<file path="config.mk">
export PLATFORM = sky130hd
export DESIGN_NAME = ps2_mouse_init_ctrl
export DESIGN_NICKNAME = d
export VERILOG_FILES = /design/src/rtl/ps2_mouse_init_ctrl.sv
export SDC_FILE = /design/constraint.sdc
export NUM_CORES = 1
export LEC_CHECK = 0
export ABC_AREA = 1
export CELL_PAD_IN_SITES_DETAIL_PLACEMENT = 1
export CELL_PAD_IN_SITES_GLOBAL_PLACEMENT = 1
export CORE_MARGIN = 3
export CORE_UTILIZATION = 37
export CTS_CLUSTER_DIAMETER = 50
export DETAILED_ROUTE_END_ITERATION = 10
export PLACE_DENSITY = 0.78
export SYNTH_ARGS = -nofsm -noshare
export SYNTH_HDL_FRONTEND = slang
export SYNTH_SLANG_ARGS = --single-unit
</file>
<file path="constraint.sdc">
create_clock -name clk -period 1.8 [get_ports clk]
set_input_delay 0.18 -clock clk [delete_from_list [all_inputs] [get_ports clk]]
set_output_delay 0.18 -clock clk [all_outputs]
set_load 0.02 [all_outputs]
</file>
<file path="src/rtl/ps2_mouse_init_ctrl.sv">
// ---------------------------------------------------------------------------
// ps2_mouse_init_ctrl
//
// Brings a PS/2 mouse up through the host-to-mouse transmitter and the byte
// receiver. The bring-up sequence is:
//   1. Send Reset (0xFF). Expect ACK 0xFA, then BAT 0xAA, then ID 0x00.
//   2. Send Enable Data Reporting (0xF4). Expect ACK 0xFA.
//   3. Raise init_done so that later rx bytes are treated as stream packets.
// A 0xFE reply resends the same command. A bad reply or a timeout restarts
// the whole sequence, up to MAX_RETRY times, and then the block parks in
// ERROR. This block is the only driver of the transmitter en/din.
//
// Handshake: tx_en is a one-cycle request to the transmitter, and tx_data is
// held stable from tx_en until tx_finish. tx_finish and rx_valid are
// one-cycle pulses from their sources, so there is no backpressure. This
// block only reacts to them in the states that expect them.
//
// Ports
//   clk        : system clock
//   rst        : asynchronous active-high reset
//   start      : rising edge (re)starts the sequence; accepted when not busy
//   tx_en      : one-cycle pulse to the transmitter enable
//   tx_data    : command byte to the transmitter
//   tx_finish  : transmitter finished the byte (pulse)
//   rx_valid   : rx_data holds a received byte (pulse)
//   rx_data    : byte received from the mouse
//   busy       : sequence in progress
//   init_done  : sequence completed; rx bytes are stream packets
//   init_error : retries exhausted
//   retry_cnt  : full-sequence restarts used so far (saturating)
//   fsm_state  : current FSM state encoding, for debug/checkers
// ---------------------------------------------------------------------------
module ps2_mouse_init_ctrl #(
  parameter int TIMEOUT_CYC = 50_000_000,
  parameter int MAX_RETRY   = 3,
  parameter int CNT_W       = 26
) (
  input  logic       clk,
  input  logic       rst,
  input  logic       start,
  output logic       tx_en,
  output logic [7:0] tx_data,
  input  logic       tx_finish,
  input  logic       rx_valid,
  input  logic [7:0] rx_data,
  output logic       busy,
  output logic       init_done,
  output logic       init_error,
  output logic [1:0] retry_cnt,
  output logic [3:0] fsm_state
);

  localparam logic [7:0] CMD_RESET  = 8'hFF;
  localparam logic [7:0] CMD_ENABLE = 8'hF4;
  localparam logic [7:0] RSP_ACK    = 8'hFA;
  localparam logic [7:0] RSP_RESEND = 8'hFE;
  localparam logic [7:0] RSP_BAT_OK = 8'hAA;
  localparam logic [7:0] RSP_ID     = 8'h00;

  localparam logic [1:0]       RETRY_MAX = 2'(MAX_RETRY);
  localparam logic [CNT_W-1:0] TIMER_END = CNT_W'(TIMEOUT_CYC - 1);

  typedef enum logic [3:0] {
    S_IDLE     = 4'd0,
    S_SEND     = 4'd1,
    S_WAIT_TX  = 4'd2,
    S_WAIT_ACK = 4'd3,
    S_WAIT_BAT = 4'd4,
    S_WAIT_ID  = 4'd5,
    S_FAIL     = 4'd6,
    S_DONE     = 4'd7,
    S_ERROR    = 4'd8
  } state_t;

  state_t           state;
  state_t           state_next;
  logic             start_r;
  logic             start_q;
  logic             start_edge;
  logic [7:0]       cmd_next;
  logic [1:0]       retry_next;
  logic [CNT_W-1:0] timer;
  logic             timer_expired;
  logic             waiting;

  // start goes through one register stage before edge detection, so the
  // edge is taken from two registered copies of start.
  assign start_edge    = start_r & ~start_q;
  assign timer_expired = (timer == TIMER_END);
  assign waiting       = (state == S_WAIT_TX) || (state == S_WAIT_ACK) ||
                         (state == S_WAIT_BAT) || (state == S_WAIT_ID);

  // State register, command byte, retry counter and timeout timer.
  always_ff @(posedge clk or posedge rst) begin
    if (rst) begin
      state     <= S_IDLE;
      start_r   <= 1'b0;
      start_q   <= 1'b0;
      tx_data   <= 8'h00;
      retry_cnt <= 2'd0;
      timer     <= '0;
    end else begin
      state     <= state_next;
      start_r   <= start;
      start_q   <= start_r;
      // The command byte is loaded on entry to SEND, so it is already
      // valid in the tx_en cycle and holds until the next command.
      tx_data   <= cmd_next;
      retry_cnt <= retry_next;
      if (state_next != state) begin
        timer <= '0;
      end else if (waiting) begin
        timer <= timer + 1'b1;
      end
    end
  end

  // Next-state logic. In each wait state a response event is tested before
  // the timeout, so an event in the final timer cycle still counts.
  always_comb begin
    state_next = state;
    cmd_next   = tx_data;
    retry_next = retry_cnt;
    case (state)
      S_IDLE, S_DONE, S_ERROR: begin
        if (start_edge) begin
          state_next = S_SEND;
          cmd_next   = CMD_RESET;
          retry_next = 2'd0;
        end
      end
      S_SEND: begin
        state_next = S_WAIT_TX;
      end
      S_WAIT_TX: begin
        if (tx_finish) begin
          state_next = S_WAIT_ACK;
        end else if (timer_expired) begin
          state_next = S_FAIL;
        end
      end
      S_WAIT_ACK: begin
        if (rx_valid) begin
          if (rx_data == RSP_ACK) begin
            state_next = (tx_data == CMD_RESET) ? S_WAIT_BAT : S_DONE;
          end else if (rx_data == RSP_RESEND) begin
            // Resend the same command. Leaving WAIT_ACK restarts the timer.
            state_next = S_SEND;
          end else begin
            state_next = S_FAIL;
          end
        end else if (timer_expired) begin
          state_next = S_FAIL;
        end
      end
      S_WAIT_BAT: begin
        if (rx_valid) begin
          state_next = (rx_data == RSP_BAT_OK) ? S_WAIT_ID : S_FAIL;
        end else if (timer_expired) begin
          state_next = S_FAIL;
        end
      end
      S_WAIT_ID: begin
        if (rx_valid) begin
          if (rx_data == RSP_ID) begin
            state_next = S_SEND;
            cmd_next   = CMD_ENABLE;
          end else begin
            state_next = S_FAIL;
          end
        end else if (timer_expired) begin
          state_next = S_FAIL;
        end
      end
      S_FAIL: begin
        if (retry_cnt < RETRY_MAX) begin
          state_next = S_SEND;
          cmd_next   = CMD_RESET;
          retry_next = retry_cnt + 2'd1;
        end else begin
          state_next = S_ERROR;
        end
      end
      default: begin
        state_next = S_IDLE;
      end
    endcase
  end

  assign tx_en      = (state == S_SEND);
  assign busy       = !((state == S_IDLE) || (state == S_DONE) || (state == S_ERROR));
  assign init_done  = (state == S_DONE);
  assign init_error = (state == S_ERROR);
  assign fsm_state  = state;

endmodule

</file>
==> run summary <==
Iter 0 DRT Violations - 203
Max-Cap Viols - 0
Worst-Skew Late Latency - 0.31 ns
nets@finish - 476
fin worst setup slack - -0.481 ns
Most common cell on crit path - nand2_2
first-pass GRT wire length - 16.1 mm
post-place setup slack - -0.451 ns
DRT Pass-1 Iters - 5
Pleak - 0.00191 uW
Syn Std Cell Area - 2530 sq um
Die Area - 7880 sq um
Die Span Y - 88.8 microns
Critical Path Start - timer[7]
critical path fanouts, max - 6
num rows - 29
antenna fix cells - 0
fin crit share - 127%
R2R depth - 16
DRC - 0
Slew @ Worst Pin - 0.490 ns
Largest stage delay, worst path - 0.43 ns
GP Congestion - 0.860
clk buf depth - 2
Setup Skew - 0.0141 ns
Max VDD drop - 0.761 mV
vias in the first global route - 3041
Critical-path top delay cell - dfrtp_1
layout cells sized above 1 - 48.7%
crit path to - timer[13]
Layout area overhead - 63.7%
yosys warns - 0
clock period minus worst slack - 2.28 ns
most common cell after layout, fill and taps aside - buf_4
Filler cells - 754
most frequent cells in the layout - buf_4 (96), nand2_1 (66), nor2_4 (32), inv_1 (32), dfrtp_1 (31)
clock tree root buffer cell - clkbuf_8
final hold violations - 0
Critical R2R Capture - timer[13]
Worst-path clk slew - 0.09 ns
CTS tree - yes
largest net degree at the start of global routing - 37
Max Transition Viols Final - 0
post-DP HPWL - 6.05 mm
flip-flop and latch area - 907 sq um
Final Core Density - 63.9%
total CTS buffers - 5
crit path cell chain - inv_1 -> nand2_1 -> nor2_1 -> nand2_1 -> nor2_2 -> nand2_2 -> nand2_2 -> nand2_2 -> nand2_2 -> nand2_2 -> nand2_2 -> nand3_2 -> nor2_4 -> nand2_8 -> buf_12 -> nor2_4
Final Setup Violations - 28
DR vias - 2961
cell count after synthesis - 328
detailed-route vias per instance - 5.49
Max-slew headroom - 67.3%
Critical Path AT - 2.53 ns
CTS H-Tree Depth - 2
CP Launch Type - flip-flop
Initial Util - 39.0%
sequential area share after synthesis - 35.5%
DP Cell Count - 509
Post-Syn Area per Cell - 7.73 sq um
worst-case hold slack - 0.288 ns
Die W - 88.8 microns
Total Routing Usage GR - 27.4%
kind of end point of the critical path - flip-flop
area of the multi-input gates - 1680 sq um
syn_nets - 343
Congestion Overflow GR - 0
r2r setup slk - -0.48 ns
non-filler cells, final - 539
Crit Path Category - reg2reg
r2r startpoint - timer[7]
core area - 6490 sq um
RSZ-0062 raised after global routing - yes
initial antenna violation count - 0
cts hold-fix bufs - 0
I/O Buffers - 30
post-route antenna net violation count - 0
run status - finished with violations
CTS sink cnt - 36
Final Routed Wirelength - 11.9 mm
Avg WL per Cell - 22.1 microns
Worst EP required - 2.04 ns
failing checks - negative setup slack
Synth cell types - 36
Max Clock Freq - 438 MHz
Hold/Removal Path Class - in2async
Ports - 31
power per cell area - 1330 nW/um^2
FF+latch count, synth - 36
[through the flow]
| step | cell area (sq um) | TNS (ns) | total power [uW] |
|---|---|---|---|
| floorplan | 2610 | -1.74 | 2640 |
| global placement | 3560 | -7.19 | 3540 |
| detailed placement | 3560 | -11.05 | 3650 |
| CTS | 3910 | -4.91 | 4740 |
| global route | 4150 | -13.50 | 5660 |
| finish | 4150 | -12.22 | 5500 |
[how the worst min path moves through the flow]
stage / startpoint / slack (ns) / cells past startpoint / end
6_report: rst / 0.29 / 3 / timer[21]
5_1_grt: start / 0.32 / 1 / start_r
4_1_cts: start / 0.31 / 1 / start_r
3_5_place_dp: start_r / 0.36 / 0 / start_q
3_3_place_gp: start_r / 0.36 / 0 / start_q
2_1_floorplan: start / 0.21 / 0 / start_r
[cell type report]
class	count	area share [%]
tap	77	2.32
multi-input combinational	236	40.5
inverter	46	4.28
timing repair buffer	136	28.4
clock buffer	6	1.75
sequential	36	21.9
clock inverter	2	0.844
[metal layers]
metal  GRT usage [%]  wire (microns)
met5               0               0
met4            12.0             603
met3            5.03             586
met2            47.6            5970
met1            33.0            4780
[flip-flops by register name (all words and copies together), names as in the netlist]
name	cells
fsm_state	4
retry_cnt	2
start_q	1
start_r	1
timer	26
tx_data	2
[synth_stat cells]
library cell   n  share of area (%)
o22ai_1        1               0.25
o21ai_1        1               0.20
nand3_2        3                1.2
o21ai_0        5               0.99
mux2i_1        1               0.39
buf_12         2                1.6
dfrtp_1       36                 36
nor2_4        23                 10
xnor2_1        8                2.8
nand2_2        2               0.49
nor2_2         1               0.25
xor2_1        13                4.5
buf_4          8                2.4
o21bai_1       2               0.59
o21ai_2        1               0.35
a21oi_1        2               0.39
nand3b_1       1               0.30
nand4_4        1               0.84
o211ai_1       1               0.30
nor4_1         3               0.74
o31ai_1        1               0.30
ha_1           2               0.99
inv_2          6               0.89
nand2_4        1               0.44
nor3_2         1               0.39
and3_1         1               0.25
nand3_1       22                4.3
nor2_1        37                5.5
nor3_4         1               0.64
nand2_1       88                 13
nor3b_1        1               0.30
or2_0          1               0.25
inv_1         40                5.9
nand4_1        6                1.5
nor3_1         4               0.79
a21o_1         1               0.30
[cell families after synthesis]
kind of cell / synth area share (%)
AOI/OAI and AO/OA: 3.65
xor gates and xnor gates: 7.26
DFF: 35.5
muxes: 0.395
adders and majority gates: 0.987
and+or+nand+nor: 41.4
buffers and inverters: 10.8
[worst max-delay path, delay by kind of cell (launching register included)]
kind	cells	cell delay, ns
buf+inv	2	0.30
flops	1	0.43
simple gates	14	1.50
[report_power, final]
| group | switching [uW] | internal, uW |
|---|---|---|
| Clock | 349 | 412 |
| Combinational | 2100 | 1600 |
| Sequential | 156 | 883 |
| Total | 2610 | 2890 |
[repair_timing]
item / 4_1_cts / 5_1_grt
pin swaps: 7 / 8
endpoints found under the setup margin: 30 / 36
buffers inserted: 12 / 11
cloned: 0 / 2
resized for setup: 54 / 38
No activity file was read; power rests on OpenSTA's default activity.
